`src/rtl/seg_scan_driver_pkg.sv`:
```
// Shared constants for the 4-digit 7-segment scan driver:
// anode patterns (active-low) and segment codes {g,f,e,d,c,b,a}.
package seg_scan_driver_pkg;

   localparam logic [3:0] ANODE_OFF = 4'b1111;
   localparam logic [3:0] ANODE_D0  = 4'b1110;
   localparam logic [3:0] ANODE_D1  = 4'b1101;
   localparam logic [3:0] ANODE_D2  = 4'b1011;
   localparam logic [3:0] ANODE_D3  = 4'b0111;

   localparam logic [6:0] SEG_BLANK = 7'b0000000;
   localparam logic [6:0] SEG_0     = 7'b0111111;
   localparam logic [6:0] SEG_1     = 7'b0000110;
   localparam logic [6:0] SEG_2     = 7'b1011011;
   localparam logic [6:0] SEG_3     = 7'b1001111;
   localparam logic [6:0] SEG_4     = 7'b1100110;
   localparam logic [6:0] SEG_5     = 7'b1101101;
   localparam logic [6:0] SEG_6     = 7'b1111101;
   localparam logic [6:0] SEG_7     = 7'b0000111;
   localparam logic [6:0] SEG_8     = 7'b1111111;
   localparam logic [6:0] SEG_9     = 7'b1101111;

   function automatic logic [3:0] anode_for(input logic [1:0] idx);
      logic [3:0] a;
      unique case (idx)
         2'd0: a = ANODE_D0;
         2'd1: a = ANODE_D1;
         2'd2: a = ANODE_D2;
         2'd3: a = ANODE_D3;
      endcase
      return a;
   endfunction

endpackage

```
`src/rtl/seg_scan_driver_bcd_to_seg7.sv`:
```
// BCD nibble to 7-segment pattern; non-decimal nibbles render blank.
module bcd_to_seg7
   import seg_scan_driver_pkg::*;
(
   input  logic [3:0] nibble,
   output logic [6:0] seg
);

   always_comb begin
      unique case (nibble)
         4'd0:    seg = SEG_0;
         4'd1:    seg = SEG_1;
         4'd2:    seg = SEG_2;
         4'd3:    seg = SEG_3;
         4'd4:    seg = SEG_4;
         4'd5:    seg = SEG_5;
         4'd6:    seg = SEG_6;
         4'd7:    seg = SEG_7;
         4'd8:    seg = SEG_8;
         4'd9:    seg = SEG_9;
         default: seg = SEG_BLANK;
      endcase
   end

endmodule

```
`src/rtl/seg_scan_driver.sv`:
```
// Time-multiplexed 4-digit 7-segment driver with a double-buffered
// display word, per-digit blink, decimal points and leading-zero blanking.
module seg_scan_driver
   import seg_scan_driver_pkg::*;
#(
   parameter int SCAN_DIV     = 65536,
   parameter int BLINK_FRAMES = 128
) (
   input  logic        clk,
   input  logic        resetn,
   input  logic [15:0] num_in,
   input  logic        load,
   input  logic [3:0]  sel,
   input  logic        blink_en,
   input  logic [3:0]  dp_mask,
   input  logic        blank_lz,
   output logic [3:0]  anode,
   output logic [7:0]  eSeg,
   output logic        load_ack,
   output logic        frame_done
);

   localparam int DW = $clog2(SCAN_DIV);
   localparam int BW = (BLINK_FRAMES > 1) ? $clog2(BLINK_FRAMES) : 1;
   localparam logic [DW-1:0] DIV_LAST   = DW'(SCAN_DIV - 1);
   localparam logic [BW-1:0] BLINK_LAST = BW'(BLINK_FRAMES - 1);

   logic [DW-1:0] div_cnt_q, div_cnt_d;
   logic [1:0]    idx_q, idx_d;
   logic [15:0]   shadow_q, shadow_d;
   logic [15:0]   pend_q, pend_d;
   logic          pend_valid_q, pend_valid_d;
   logic [BW-1:0] blink_cnt_q, blink_cnt_d;
   logic          blink_phase_q, blink_phase_d;
   logic [3:0]    anode_q, anode_d;
   logic [7:0]    eseg_q, eseg_d;

   logic       tick;
   logic       frame_end;
   logic [3:0] digit;
   logic [6:0] seg;
   logic       lz_zero;
   logic       suppress;

   bcd_to_seg7 u_dec (
      .nibble (digit),
      .seg    (seg)
   );

   always_comb begin
      tick      = (div_cnt_q == DIV_LAST);
      frame_end = tick && (idx_q == 2'd3);
      div_cnt_d = tick ? '0 : div_cnt_q + DW'(1);
      idx_d     = tick ? idx_q + 2'd1 : idx_q;

      // A load coinciding with the frame boundary bypasses pend.
      pend_d       = pend_q;
      pend_valid_d = pend_valid_q;
      shadow_d     = shadow_q;
      if (frame_end) begin
         pend_valid_d = 1'b0;
         if (load)
            shadow_d = num_in;
         else if (pend_valid_q)
            shadow_d = pend_q;
      end else if (load) begin
         pend_d       = num_in;
         pend_valid_d = 1'b1;
      end

      blink_cnt_d   = blink_cnt_q;
      blink_phase_d = blink_phase_q;
      if (frame_end) begin
         if (blink_cnt_q == BLINK_LAST) begin
            blink_cnt_d   = '0;
            blink_phase_d = ~blink_phase_q;
         end else begin
            blink_cnt_d = blink_cnt_q + BW'(1);
         end
      end

      digit = shadow_q[{idx_q, 2'b00} +: 4];
      unique case (idx_q)
         2'd3:    lz_zero = (shadow_q[15:12] == 4'd0);
         2'd2:    lz_zero = (shadow_q[15:8] == 8'd0);
         2'd1:    lz_zero = (shadow_q[15:4] == 12'd0);
         default: lz_zero = 1'b0;
      endcase
      suppress = (blank_lz && lz_zero)
               || (blink_en && sel[idx_q] && blink_phase_q);

      anode_d = anode_q;
      eseg_d  = eseg_q;
      if (tick) begin
         anode_d = suppress ? ANODE_OFF : anode_for(idx_q);
         eseg_d  = suppress ? 8'h00 : {dp_mask[idx_q], seg};
      end
   end

   always_ff @(posedge clk or negedge resetn) begin
      if (!resetn) begin
         div_cnt_q     <= '0;
         idx_q         <= 2'd0;
         shadow_q      <= 16'h0000;
         pend_q        <= 16'h0000;
         pend_valid_q  <= 1'b0;
         blink_cnt_q   <= '0;
         blink_phase_q <= 1'b0;
         anode_q       <= ANODE_OFF;
         eseg_q        <= 8'h00;
      end else begin
         div_cnt_q     <= div_cnt_d;
         idx_q         <= idx_d;
         shadow_q      <= shadow_d;
         pend_q        <= pend_d;
         pend_valid_q  <= pend_valid_d;
         blink_cnt_q   <= blink_cnt_d;
         blink_phase_q <= blink_phase_d;
         anode_q       <= anode_d;
         eseg_q        <= eseg_d;
      end
   end

   assign anode      = anode_q;
   assign eSeg       = eseg_q;
   assign frame_done = frame_end;
   assign load_ack   = frame_end && (load || pend_valid_q);

endmodule
```
`config.mk`:
```
export PLATFORM = sky130hd
export DESIGN_NAME = seg_scan_driver
export DESIGN_NICKNAME = d
export VERILOG_FILES = /design/src/rtl/seg_scan_driver_pkg.sv /design/src/rtl/seg_scan_driver_bcd_to_seg7.sv /design/src/rtl/seg_scan_driver.sv
export SDC_FILE = /design/constraint.sdc
export NUM_CORES = 1
export LEC_CHECK = 0
export CAP_MARGIN = 0
export CELL_PAD_IN_SITES_DETAIL_PLACEMENT = 0
export CELL_PAD_IN_SITES_GLOBAL_PLACEMENT = 1
export CORE_ASPECT_RATIO = 2
export CORE_MARGIN = 2
export CORE_UTILIZATION = 42
export CTS_BUF_LIST = sky130_fd_sc_hd__clkbuf_4
export DETAILED_ROUTE_END_ITERATION = 8
export GPL_ROUTABILITY_DRIVEN = 0
export PLACE_DENSITY = 0.8
export SLEW_MARGIN = 20
export SYNTH_ARGS = -nofsm -noshare
export SYNTH_HDL_FRONTEND = slang
export SYNTH_HIERARCHICAL = 1
export SYNTH_SLANG_ARGS = --single-unit
export TNS_END_PERCENT = 20
```
`constraint.sdc`:
```
create_clock -name clk -period 2.1 [get_ports clk]
set_input_delay 0.42 -clock clk [delete_from_list [all_inputs] [get_ports clk]]
set_output_delay 0.42 -clock clk [all_outputs]
set_load 0.05 [all_outputs]
```
==> key figures, run 1 <==
Placed design
  – I/O Buffers: 42
  – Post-DP HPWL: about 6400 µm
  – Post-DP Area: between 4000 and 5000 µm²

Finish
  – Share of layout cells above drive strength 1: between 20% and 30%
  – Nets: roughly 440
  – P&R area growth vs syn: 23.0%
  – # fillers: 807
  – Reg area: 1780 µm²
  – Multi-input gate area: around 1800 µm²
  – Final instance area: between 4000 and 5000 µm²

Critical path
  – Peak fanout along the critical path: 4
  – R2R Setup Slk: about 0.060 ns
  – Worst Setup Start Kind: flip-flop
  – Required @ worst endpoint: roughly 1.7 ns
  – Crit end category: output port
  – Critical path type: flip-flop to output port
  – Reg2Reg Capture Point: eSeg[3]
  – FF-to-FF path depth: 9
  – Worst Path Arrival: about 1.8 ns
  – Reg-to-Reg Start: idx_q[1]

Floorplan
  – CORE AREA: between 8000 and 9000 µm²
  – Num rows: 49
  – Die Span Y: 138 µm
  – Initial core utilization: a little over two fifths
  – DIE AREA: between 9000 and 10000 µm²
  – IO Pins: 43
  – Die X: just over 70 µm

STA
  – Fin crit period: 2.25 ns
  – Endpoints failing hold: 0
  – Clock skew: 0.0163 ns
  – Final WS setup: -0.155 ns
  – Final setup vio count: 2
  – Fmax: about 440 MHz
  – Actual slew at the worst max-slew pin: 0.496 ns
  – Final Max Tran Viols: 0
  – Total negative slack: -0.273 ns
  – RSZ-0062 raised after global routing: true
  – Worst slew margin: between 60% and 70%
  – Tcrit/Tclk final: 107%
  – WHS: around 0.48 ns

Min path
  – Worst hold path type: flip-flop to flip-flop
  – Hold path depth: 1
  – Hold path endpoint: blink_cnt_q[4]
  – Worst hold start: blink_cnt_q[4]

Drt
  – Routed WL: 8640 µm
  – Via Count: around 2900
  – Vias per cell: ~5.7
  – 1st-pass router iterations: 4
  – Residual DRC count: 0
  – Post-route ant nets: 0
  – DR WL/cell: ~17 µm
  – Starting DRT DRC Count: around 130

Status
  – Status: finished with violations
  – Failing checks: setup timing

Logic synthesis
  – Avg Inst Size Synth: 11.2 µm²
  – Dominant synthesized flop cell: dfrtp_1
  – Distinct cells, synth: 52
  – Cells after Synth: between 300 and 400
  – Syn_nets: approximately 380
  – Async SR Flop Fraction: 100%
  – Yosys Warn Count: 6
  – Sequential area share after synthesis: a little under half
  – Mapped Area: ~3800 µm²
  – EDFF count, synth: 0
  – Flops & latches, synth: 71

Power
  – Combinational share of power: between 7 and 8%
  – Reg power frac: 55.3%
  – Power Internal: 2.01 mW
  – Switching Fraction: a little over a fifth
  – Net Switching: 565 µW
  – P_leak: roughly 2.1 nW
  – Clock power share: 37.6%
  – Max VDD drop: 0.000371 V
  – Cell Pwr Density: roughly 550 nW/µm²

Global route
  – Vias in the first global route: about 3000
  – Global route overflow: 0
  – GRT Total Usage: a little under a fifth
  – Initial antenna violation count: 1
  – Largest net degree at the start of global routing: slightly above 70
  – Global-route wire length before repair: 14500 µm

Clock network
  – CTS tree: built
  – H-tree Lvls: 3
  – Clk slew on worst S/H paths: approximately 0.11 ns
  – Clk root buf: clkbuf_4
  – Clock tree buffer depth: 2
  – # clock sinks: ~70
  – Clock insertion delay at the later pin of the skew report: roughly 0.43 ns
  – CTS buffer count: 9

Flow run
  – Max-cap violation count: 0
## cells by family (layout without fill, tap and decap cells)
family	Yosys count	count (layout)	share of synthesized area, %
other	0	1	0
XOR/XNOR	17	17	4.14
adder cells (fa/ha/maj)	14	14	4.63
flip-flops	71	71	47.1
AO/OA/AOI/OAI	76	76	15.2
multiplexers	24	24	8.90
buffers and inverters	38	104	5.39
AND/OR/NAND/NOR	99	99	14.6
## stage by stage
step           setup slack, ns  instances  util (%)  power [mW]
2_1_floorplan           0.0171        339         -        1.52
3_3_place_gp             0.105        484      49.5        1.63
3_5_place_dp            0.0592        484      49.5        1.63
4_1_cts                 -0.184        505      52.0        2.61
5_1_grt                 -0.223        508      52.3        2.68
6_report                -0.155        508      52.3        2.57
## registers in the layout, summed over array words and instances, names as in the netlist
signal,count
anode,4
pend_valid_q,1
eSeg,8
shadow_q,16
div_cnt_q,16
blink_phase_q,1
pend_q,16
blink_cnt_q,7
idx_q,2
## cell usage after synthesis (2+ instances only)
cell type / instances / area share (%)
a21oi_1: 12 / 1.6
a22o_1: 8 / 1.9
a31oi_1: 16 / 2.6
and2_1: 5 / 0.83
and3_1: 12 / 2.0
and3b_1: 4 / 0.93
and4_1: 2 / 0.46
buf_2: 8 / 1.1
buf_4: 3 / 0.60
buf_6: 4 / 1.2
clkbuf_1: 9 / 0.89
dfrtp_1: 67 / 44
dfstp_2: 4 / 2.8
ha_1: 14 / 4.6
inv_1: 11 / 1.1
inv_2: 2 / 0.20
mux2_2: 17 / 5.1
mux4_2: 6 / 3.6
nand2_1: 8 / 0.79
nand2_2: 2 / 0.33
nand3_1: 15 / 2.0
nand4_1: 2 / 0.33
nor2_1: 23 / 2.3
nor3_1: 13 / 1.7
nor4_1: 3 / 0.50
o211ai_1: 2 / 0.40
o21ai_0: 6 / 0.79
o221a_2: 12 / 3.6
o22ai_1: 5 / 0.83
o2bb2ai_1: 4 / 0.93
or3_1: 5 / 0.83
xnor2_1: 8 / 1.9
xor2_1: 8 / 1.9
## worst max-delay path, stage by stage, from the launching register on
cell	delay (ns)
dfrtp_1	0.41
ha_4	0.15
and2_4	0.16
nand4_4	0.09
or3_4	0.39
inv_2	0.08
buf_12	0.13
## worst max path at each step
stage          cells after the start  endpoint  slack (ns)    startpoint
6_report                           6  load_ack       -0.15  div_cnt_q[1]
3_5_place_dp                       8   eSeg[0]        0.06      idx_q[1]
5_1_grt                            6  load_ack       -0.22  div_cnt_q[1]
3_3_place_gp                       5  load_ack        0.10          load
2_1_floorplan                      5  load_ack        0.02  div_cnt_q[0]
4_1_cts                            6  load_ack       -0.18  div_cnt_q[1]
## power by group through the flow
stage	clock network [mW]	registers, mW	logic [mW]
6_report	0.968	1.42	0.182
3_5_place_dp	0	1.45	0.185
4_1_cts	0.998	1.42	0.187
2_1_floorplan	0	1.44	0.0835
5_1_grt	1.05	1.42	0.203
3_3_place_gp	0	1.45	0.182
## cells in the final DEF (no fill, tap or decap), drive strengths merged, types with 3 or more instances in the layout
master	count
clkdlybuf4s50	35
clkbuf	11
nand2	10
xnor2	9
clkinv	3
and2	6
mux2	17
dfstp	4
a21oi	12
a22o	8
or3	5
o21ai	8
dfrtp	67
nor2	23
nand3	15
mux4	6
nor4	3
and3b	4
and3	12
o2bb2ai	4
ha	14
a31oi	16
xor2	8
inv	13
o22ai	5
nand4	3
nor3	13
o221a	12
buf	38
## per-layer routing
metal	vias up	global-route usage (%)	wire, µm	share of wire, %
met4	0	7.85	225	2.6
met5	-	0	0	0
met1	1426	21.4	3360	39
li1	1376	-	-	-
met3	14	4.08	329	3.8
met2	68	33.2	4730	55
## timing repair
item,in CTS,in global routing
hold buffers,1,0
buffers inserted,4,2
setup endpoints to repair,3,4
hold endpoints to repair,6,0
pin swaps,2,0
gates resized for setup,14,2
## layout make-up
class / count / share of cell area [%]
Antenna cell: 1 / 0.0538
Timing Repair Buffer: 75 / 15.1
Tap cell: 102 / 2.74
Multi-Input combinational cell: 230 / 39.3
Inverter: 13 / 1.16
Sequential cell: 71 / 38.4
Clock inverter: 5 / 1.56
Clock buffer: 11 / 1.78
Power figures use the tool's default switching activity.
==> inputs of run 2 (changes only) <==
--- a/config.mk
+++ b/config.mk
@@ -7,15 +7,14 @@
 export LEC_CHECK = 0
 export CAP_MARGIN = 0
 export CELL_PAD_IN_SITES_DETAIL_PLACEMENT = 0
-export CELL_PAD_IN_SITES_GLOBAL_PLACEMENT = 1
+export CELL_PAD_IN_SITES_GLOBAL_PLACEMENT = 2
 export CORE_ASPECT_RATIO = 2
 export CORE_MARGIN = 2
-export CORE_UTILIZATION = 42
+export CORE_UTILIZATION = 35
 export CTS_BUF_LIST = sky130_fd_sc_hd__clkbuf_4
 export DETAILED_ROUTE_END_ITERATION = 8
 export GPL_ROUTABILITY_DRIVEN = 0
-export PLACE_DENSITY = 0.8
-export SLEW_MARGIN = 20
+export PLACE_DENSITY = 0.81
 export SYNTH_ARGS = -nofsm -noshare
 export SYNTH_HDL_FRONTEND = slang
 export SYNTH_HIERARCHICAL = 1
==> run 2 against run 1 <==
Compared with the run above:
- the run still ends with setup timing left
- combinational power is 3% higher
- cell area is 3.8% higher
- global-route usage is 1.5 points lower
- clock-buffer cell count is 2 lower
- via count is 1.9% higher
- sequential share of layout area is 1.4 points lower
- clock power is 17% higher
- critical path type unchanged
==> key figures, run 2 (synthesis gave the netlist of run 1 again) <==
Finish
  – Nets: 453 (+2.3%)
  – Biggest regs: div_cnt_q: 16 flops, pend_q: 16 flops, shadow_q: 16 flops
  – Share of layout cells above drive strength 1: 30.6% (+2.9 points)
  – Most frequent cells in the layout: 65 x dfrtp_1, 42 x buf_4, 30 x clkdlybuf4s50_1
  – Final Non-Filler Cells: 553 (+8.9%)
  – Most common cell after layout, fill and taps aside: dfrtp_1
  – P&R area growth vs syn: 27.7%

STA
  – Final WS setup: -0.166 ns (-0.0116 ns)
  – Clock skew: 0.0187 ns (+0.00240 ns)
  – Final Max Tran Viols: 0 (unchanged)
  – Fmax: 441 MHz (-0.51%)
  – WHS: 0.484 ns (+0.00478 ns)
  – Total negative slack: -0.295 ns (-0.0221 ns)
  – Tcrit/Tclk final: 108% (+0.55 points)
  – RSZ-0062 raised after global routing: true
  – Fin crit period: 2.27 ns (+0.0116 ns)
  – Endpoints failing hold: 0 (unchanged)
  – Worst slew margin: 65.8% (-1.0 points)
  – Final setup vio count: 2 (unchanged)
  – Actual slew at the worst max-slew pin: 0.512 ns (+0.0159 ns)

Critical path
  – Required @ worst endpoint: 1.68 ns (about the same)
  – CP startpoint: div_cnt_q[0]
  – Worst Setup Start Kind: flip-flop
  – Critical path type: flip-flop to output port
  – Worst Path Arrival: 1.85 ns (+0.02 ns)
  – CP max stage delay: 0.40 ns (about the same)
  – Reg-to-Reg Start: div_cnt_q[0]
  – R2R Setup Slk: 0.10 ns (+0.04 ns)
  – Crit end category: output port
  – FF-to-FF path depth: 8 (-1)
  – Critical Path Sink: load_ack
  – Peak fanout along the critical path: 2 (-2)
  – Slowest-stage cell, CP: or3_4
  – Reg2Reg Capture Point: blink_cnt_q[6]
  – Buf/Inv on CP: 2 (unchanged)
  – CP Cell Sequence: ha_2, and2_4, nand4_4, or3_4, inv_2, buf_12
  – CP delay by family, top: simple AND/OR/NAND/NOR gates
  – Total stage count of the critical path: 6 (unchanged)

Power
  – Cell Pwr Density: 567 nW/µm² (+2.7%)
  – P_leak: 2.25 nW (+8.0%)
  – Max VDD drop: 0.000305 V (-18%)

Floorplan
  – Die X: 77.5 µm (+9.0%)
  – Initial core utilization: 35.9% (-6.7 points)
  – DIE AREA: 11700 µm² (+19%)
  – Num rows: 53 (+8.2%)
  – Die Span Y: 151 µm (+9.3%)
  – CORE AREA: 10500 µm² (+19%)
  – IO Pins: 43 (unchanged)

Clock network
  – Clock tree buffer depth: 2 (unchanged)
  – Clock insertion delay at the later pin of the skew report: 0.44 ns (about the same)
  – # clock sinks: 71 (unchanged)
  – H-tree Lvls: 3 (unchanged)
  – CTS buffer count: 9 (unchanged)
  – CTS tree: built
  – Clk slew on worst S/H paths: 0.13 ns (+0.02 ns)
  – Clk root buf: clkbuf_4

Drt
  – Via Count: 2939 (+1.9%)
  – DR WL/cell: 16.9 µm (-0.77%)
  – Starting DRT DRC Count: 145 (+11%)
  – 1st-pass router iterations: 4 (unchanged)
  – Residual DRC count: 0 (unchanged)
  – Vias per cell: 5.31 (-6.4%)
  – Routed WL: 9330 µm (+8.0%)
  – Post-route ant nets: 0 (unchanged)

Global route
  – Initial antenna violation count: 1 (unchanged)
  – Largest net degree at the start of global routing: 72 (unchanged)
  – Global-route wire length before repair: 15500 µm (+7.0%)
  – Vias in the first global route: 3049 (+1.6%)
  – Global route overflow: 0 (unchanged)
  – GRT Total Usage: 17.3% (-1.5 points)

Placed design
  – Post-DP HPWL: 6610 µm (+3.3%)
  – Pre-CTS setup slack: 0.0496 ns (-0.00961 ns)
  – Placed cells: 521 (+7.6%)
  – I/O Buffers: 42 (unchanged)

Status
  – Status: finished with violations
  – Failing checks: setup timing

Min path
  – Worst hold path type: flip-flop to flip-flop

Flow run
  – Max-cap violation count: 0 (unchanged)
run 2: cell count changes in the layout (fill, tap and decap cells not counted), sizes merged:
cell and change:
clkinvlp +1, clkdlybuf4s50 -5, dlymetal6s2s +5, clkinv -1, buf +10, bufinv +1, clkbuf -2, inv +1
run 2: cell type report:
| cell class | instances | area (µm²) |
|---|---|---|
| Antenna cell | 1 | 2.50 |
| Tap cell | 137 | 171 |
| Inverter | 13 | 56.3 |
| Clock inverter | 7 | 120 |
| Multi-Input combinational cell | 230 | 1830 |
| Clock buffer | 9 | 67.6 |
| Timing Repair Buffer | 85 | 793 |
| Fill cell | 1003 | 5720 |
| Sequential cell | 71 | 1780 |
run 2: power by group:
| group | switching [mW] | internal (mW) |
|---|---|---|
| Combinational | 0.0833 | 0.104 |
| Clock | 0.527 | 0.606 |
| Sequential | 0.0177 | 1.40 |
| Total | 0.628 | 2.11 |
run 2: worst min path at each step:
stage / startpoint / to / slack [ns] / cells after the start
finish: blink_cnt_q[4] / blink_cnt_q[4] / 0.48 / 1
global route: anode[3] / anode[3] / 0.52 / 1
CTS: blink_cnt_q[4] / blink_cnt_q[4] / 0.48 / 1
detailed placement: div_cnt_q[0] / div_cnt_q[0] / 0.45 / 1
global placement: div_cnt_q[0] / div_cnt_q[0] / 0.44 / 1
floorplan: resetn / blink_cnt_q[0] / 0.12 / 0
run 2: metal layers:
layer	global-route usage [%]	up-vias	share of wire, %
met4	7.32	0	1.9
met5	0	-	0
met2	32.0	66	55
met3	3.10	12	3.0
met1	19.3	1456	40
li1	-	1405	-
run 2: through the flow:
step           util, %  power (mW)  instance area, µm²
2_1_floorplan        -        1.52                3780
3_3_place_gp      42.2        1.63                4450
3_5_place_dp      42.2        1.63                4450
4_1_cts           44.9        2.77                4730
5_1_grt           45.8        2.86                4830
6_report          45.8        2.74                4830
run 2: what timing repair did:
action / 4_1_cts / 5_1_grt
buffers inserted: 7 / 7
setup endpoints to repair: 3 / 25
hold endpoints to repair: 9 / 0
resized for setup: 17 / 10
pin swaps: 3 / 1
hold buffers: 1 / 0
==> edit 1: new RTL, flow settings as in run 2 <==
`SCAN_DIV`: 65536 -> 16384.
--- a/src/rtl/seg_scan_driver.sv
+++ b/src/rtl/seg_scan_driver.sv
@@ -3,7 +3,7 @@
 module seg_scan_driver
    import seg_scan_driver_pkg::*;
 #(
-   parameter int SCAN_DIV     = 65536,
+   parameter int SCAN_DIV     = 16384,
    parameter int BLINK_FRAMES = 128
 ) (
    input  logic        clk,
Formal check against the unedited RTL: no difference found for any inputs over 10 cycles, from zero or initial values and one cycle with resetn low; that may be too few to reach the edited logic, so the function may still have changed.
==> edit 1 against run 2 <==
- highest routed layer unchanged
- power decreased by 11%
- sequential cell count fell by 2
- largest power group unchanged
- wire length fell by 15%
- the flow still finishes with violations (negative setup slack)
- synthesized cell count decreased by 16%
- worst setup slack gained 0.069 ns
- synthesized area is 5.2% lower
- critical endpoint unchanged
- cell area fell by 6.7%
- clock power fell by 28%
==> edit 1: results (changes against run 2) <==
[status]
status=finished with violations  ; unchanged
violations=negative setup slack  ; unchanged

[pwr]
vdd_ir_drop_max_mv=0.363  ; was 0.305 mV
p_sw_share_pct=22.8  ; was 22.9%
p_leak_uw=0.00193  ; was 0.00225 uW
pg_clk_uw=809  ; was 1130 uW
powerDensity_mw_per_mm2=543  ; was 567 mW/mm^2

[cells_and_area]
area_growth_pct=25.6  ; was 27.7%
fillCellCount=965  ; was 1003
layout.nonclk_buf_share_pct=15.9  ; was 16.4%
buffers=74  ; was 85
finalNonFillerCells=493  ; was 553
nClkBuffers=11  ; was 9
multiInputGateArea_mm2=0.00173  ; was 0.00183 mm^2
clk_share_pct=2.69  ; was 3.89%
reg_top3=pend_q: 16 flops, shadow_q: 16 flops, div_cnt_q: 14 flops  ; was div_cnt_q: 16 flops, pend_q: 16 flops, shadow_q: 16 flops
seq_share_pct=38.5  ; was 37.0%
design.seq.count=69  ; was 71
nets=397  ; was 453
n_all_inverters=10  ; was 13
drive_gt1_share_pct=35.9  ; was 30.6%

[timing]
slew_headroom_pct=61.3  ; was 65.8%
setup_viol=2  ; unchanged
clock_skew_ns=0.0159  ; was 0.0187 ns
tns_ns=-0.174  ; was -0.295 ns
final.setup.worst_slack_ns=-0.0978  ; was -0.166 ns

[global_routing]
grt_util_met1_pct=18.1  ; was 19.3%
antenna_found_initial=1  ; unchanged
grt.total_usage_pct=16.3  ; was 17.3%
grt_pass1_vias=2691  ; was 3049
grt_max_degree=33  ; was 72
use_met3_pct=2.95  ; was 3.10%
grt_pass1_wl_mm=13.5  ; was 15.5 mm
use_met2_pct=29.1  ; was 32.0%

[drt]
via_count=2443  ; was 2939
wirelength_mm=7.96  ; was 9.33 mm
met2_wirelength_mm=4.65  ; was 5.15 mm
met1Wirelength_mm=2.90  ; was 3.73 mm
met3_length_um=186  ; was 284 um

[critical_path]
critPathMaxFanout=3  ; was 2
cp_slowest_cell=dfrtp_1  ; was or3_4
cp_data_arrival_time_ns=1.78  ; was 1.85 ns
max_stage_delay_ns=0.37  ; was 0.40 ns

[place]
dpl_cell_area_mm2=0.00428  ; was 0.00445 mm^2
dp_cells=469  ; was 521
dp_hpwl_mm=6.07  ; was 6.61 mm

[yosys]
syn_avg_cell_area_um2=12.6  ; was 11.2 um^2
synth_nets=328  ; was 382
synthTopCellsByCount=dfrtp_1 (65), mux2_2 (41), nand3_1 (24)  ; was dfrtp_1 (67), nor2_1 (23), mux2_2 (17)
ys_types=45  ; was 52
syn-cell-area_mm2=0.00359  ; was 0.00378 mm^2
ys_seq_area_share_pct=48.3  ; was 47.1%

[clock_network]
path_clk_slew_ns=0.10  ; was 0.13 ns

[edit 1: worst register-to-register path, stage by stage (launching register included)]
cell and delay [ns]:
dfrtp_1 0.37, ha_2 0.18, and3_4 0.20, nand3_4 0.11
nor3_4 0.23, buf_12 0.14, buf_4 0.26, mux2_2 0.38
[edit 1: final timing paths]
check | endpoint | slack (ns) | cells past startpoint | start
worst min register to register | div_cnt_q[6]$_DFF_PN0_ | 0.48 | 1 | div_cnt_q[6]$_DFF_PN0_
max in group asynchronous | anode[2]$_DFFE_PN1N_ | 0.94 | 3 | resetn
worst max register to register | shadow_q[15]$_DFFE_PN0P_ | 0.12 | 7 | div_cnt_q[1]$_DFF_PN0_
worst min-delay path | div_cnt_q[6]$_DFF_PN0_ | 0.48 | 1 | div_cnt_q[6]$_DFF_PN0_
worst max-delay path | load_ack | -0.1 | 6 | div_cnt_q[1]$_DFF_PN0_
min in group asynchronous | shadow_q[7]$_DFFE_PN0P_ | 0.52 | 2 | resetn
[edit 1: cells by family after synthesis]
group / Yosys count / share of synthesized area (%)
XOR/XNOR: 16 / 3.91
adder cells (fa/ha/maj): 14 / 4.88
AO/OA/AOI/OAI: 33 / 7.05
AND/OR/NAND/NOR: 70 / 10.7
flip-flops: 69 / 48.3
multiplexers: 57 / 20.7
buffers and inverters: 26 / 4.43
[edit 1: metrics by stage]
step	util (%)	worst slack [ns]
floorplan	-	0.107
global route	45.0	-0.192
finish	45.0	-0.0978
CTS	44.8	-0.130
detailed placement	42.7	0.0688
global placement	42.7	0.0946
[edit 1: timing repair]
item | CTS | global route
resized for setup | 10 | 2
setup endpoints to repair | 3 | 4
buffers inserted | 7 | 1
endpoints found under the hold margin | 11 | 0
pin swaps | 3 | 1
hold buffers | 1 | 0
==> edit 2: new RTL, settings of run 2 <==
Without the edit above. Reset style: synchronous (`resetn`), changed in one clocked block.
--- a/src/rtl/seg_scan_driver.sv
+++ b/src/rtl/seg_scan_driver.sv
@@ -97,7 +97,7 @@
       end
    end
 
-   always_ff @(posedge clk or negedge resetn) begin
+   always_ff @(posedge clk) begin
       if (!resetn) begin
          div_cnt_q     <= '0;
          idx_q         <= 2'd0;
Behaviour: no difference found for any inputs over 10 cycles, from zero or initial values and one cycle with resetn low; that may be too few to reach the edited logic, so the function may still have changed.
==> edit 2 against run 2 <==
- critical path depth unchanged
- synthesized area decreased by 9.2%
- clock skew increased by 0.0012 ns
- sequential cell count unchanged
- worst setup slack got worse by 0.12 ns
- power decreased by 2.5%
- largest cell class unchanged
- critical path type unchanged
- the run still ends with negative setup slack left
- via count increased by 1.9%
- wire length decreased by 9.3%
- cell area decreased by 4.1%
==> edit 2: results (changes against run 2) <==
[status]
status=finished with violations  ; unchanged
violations=negative setup slack  ; unchanged

[cells_and_area]
fillCellCount=927  ; was 1003
drive_gt1_share_pct=20.8  ; was 30.6%
nets=491  ; was 453
reg_top3=div_cnt_q: 16 flops, pend_q: 16 flops, shadow_q: 16 flops  ; unchanged
finalNonFillerCells=586  ; was 553

[timing]
setup_viol=13  ; was 2
tightest_slew_ns=0.508  ; was 0.512 ns
clock_skew_ns=0.0200  ; was 0.0187 ns
final.setup.worst_slack_ns=-0.287  ; was -0.166 ns

[clock_network]
clock_latency_ns=0.42  ; was 0.44 ns
htree_levels=3  ; unchanged
path_clk_slew_ns=0.11  ; was 0.13 ns
cts_buffers=9  ; unchanged
cts_buffer_depth=2  ; unchanged
cts_root_buf=clkbuf_4  ; unchanged

[global_routing]
grt_max_degree=37  ; was 72
antenna_found_initial=1  ; unchanged
grt.total_usage_pct=16.9  ; was 17.3%
grt_pass1_vias=2842  ; was 3049
grt_pass1_wl_mm=13.7  ; was 15.5 mm

[min_path]
worstHoldStart=pend_q[3]$_SDFFE_PN0P_  ; was blink_cnt_q[4]$_DFFE_PN0P_
worstHoldPathType=register to register  ; unchanged

[place]
io_buffers=42  ; unchanged
place_ws_ns=-0.0209  ; was 0.0496 ns
dp_hpwl_mm=6.01  ; was 6.61 mm
dpl_cell_area_mm2=0.00426  ; was 0.00445 mm^2
dp_cells=562  ; was 521

[drt]
drt-pass1-iter-count=4  ; unchanged
via_count=2994  ; was 2939
first_iter_violations=121  ; was 145
wirelength_mm=8.47  ; was 9.33 mm

[yosys]
synthTopCellsByCount=dfxtp_1 (71), o21ai_0 (43), a21oi_1 (27)  ; was dfrtp_1 (67), nor2_1 (23), mux2_2 (17)
yosys_warnings=6  ; unchanged
syn_inst=378  ; was 339
synth_async_sr_flop_share_pct=0  ; was 100%
ys_seq_area_share_pct=41.4  ; was 47.1%
synth_nets=421  ; was 382
ys_top_cells_by_area=dfxtp_1 (41%), o21ai_0 (6.3%), mux2i_1 (5.5%)  ; was dfrtp_1 (44%), mux2_2 (5.1%), ha_1 (4.6%)
ys_types=41  ; was 52

[critical_path]
cp_slowest_cell=or4_4  ; was or3_4
critPathMaxFanout=7  ; was 2
max_stage_delay_ns=0.58  ; was 0.40 ns
critPathLaunch=idx_q[1]$_SDFFE_PN0N_  ; was div_cnt_q[0]$_DFF_PN0_

[pwr]
p_leak_uw=0.00169  ; was 0.00225 uW
power.switching_uw=600  ; was 628 uW
vdd_ir_drop_max_mv=0.281  ; was 0.305 mV

==> edit 2: cells by family after synthesis <==
family	Yosys count	synth area share [%]
mux	24	8.82
compound gates	98	17.2
simple gates	117	19.2
buf+inv	41	5.03
xor+xnor	13	3.32
fa+ha+maj	14	5.10
flops	71	41.4
==> edit 2: metrics by stage <==
| stage | utilization, % | hold WS, ns | power [uW] | setup TNS [ns] |
|---|---|---|---|---|
| floorplan | - | 0.419 | 1500 | -0.289 |
| global placement | 44.3 | 0.444 | 1610 | 0 |
| detailed placement | 44.3 | 0.450 | 1610 | -0.0209 |
| CTS | 46.9 | 0.470 | 2710 | -0.683 |
| global route | 48.0 | 0.489 | 2800 | -1.96 |
| finish | 48.0 | 0.453 | 2670 | -0.805 |
==> edit 2: what timing repair did <==
action                     CTS  global route
gates cloned                 2             1
pin swaps                    0            15
setup endpoints to repair    5            23
gates resized for setup      3            21
setup buffers                1             4
hold buffers                 0             0
==> edit 2: final cells by class <==
class                   count  share of cell area [%]
inverters                  14                    1.24
multi-input cells         266                    41.3
repair buffers             86                    19.1
clock buffers               9                    1.46
flip-flops and latches     71                    30.9
clock inverters             7                    2.41
diodes                      1                  0.0541
well taps                 132                    3.57
==> edit 2: critical path, delay by kind of cell (launching register included) <==
family                     cells  cell delay [ns]
buffers and inverters          2             0.32
DFF                            1             0.37
and+or+nand+nor                3             0.72
adders and majority gates      1             0.13
==> edit 2: final timing paths <==
path | slack (ns) | end | cells past startpoint
worst min-delay path | 0.45 | pend_q[3]$_SDFFE_PN0P_ | 2
worst max-delay path | -0.29 | load_ack | 6
worst min register to register | 0.45 | pend_q[3]$_SDFFE_PN0P_ | 2
worst max register to register | -0.05 | shadow_q[14]$_SDFFE_PN0P_ | 7
==> edit 2: metal layers <==
layer | routed length (um) | global-route usage, % | part of all wire (%) | vias up
li1 | - | - | - | 1533
met1 | 3340 | 18.1 | 39 | 1408
met2 | 4750 | 31.4 | 56 | 42
met3 | 235 | 3.00 | 2.8 | 11
met4 | 143 | 6.89 | 1.7 | 0
met5 | 0 | 0 | 0 | -
==> edit 2: power groups by stage <==
stage	registers [uW]	clock network [uW]	logic, uW
finish	1380	1090	198
floorplan	1410	0	91.1
global route	1390	1190	220
global placement	1410	0	195
CTS	1380	1130	197
detailed placement	1410	0	197
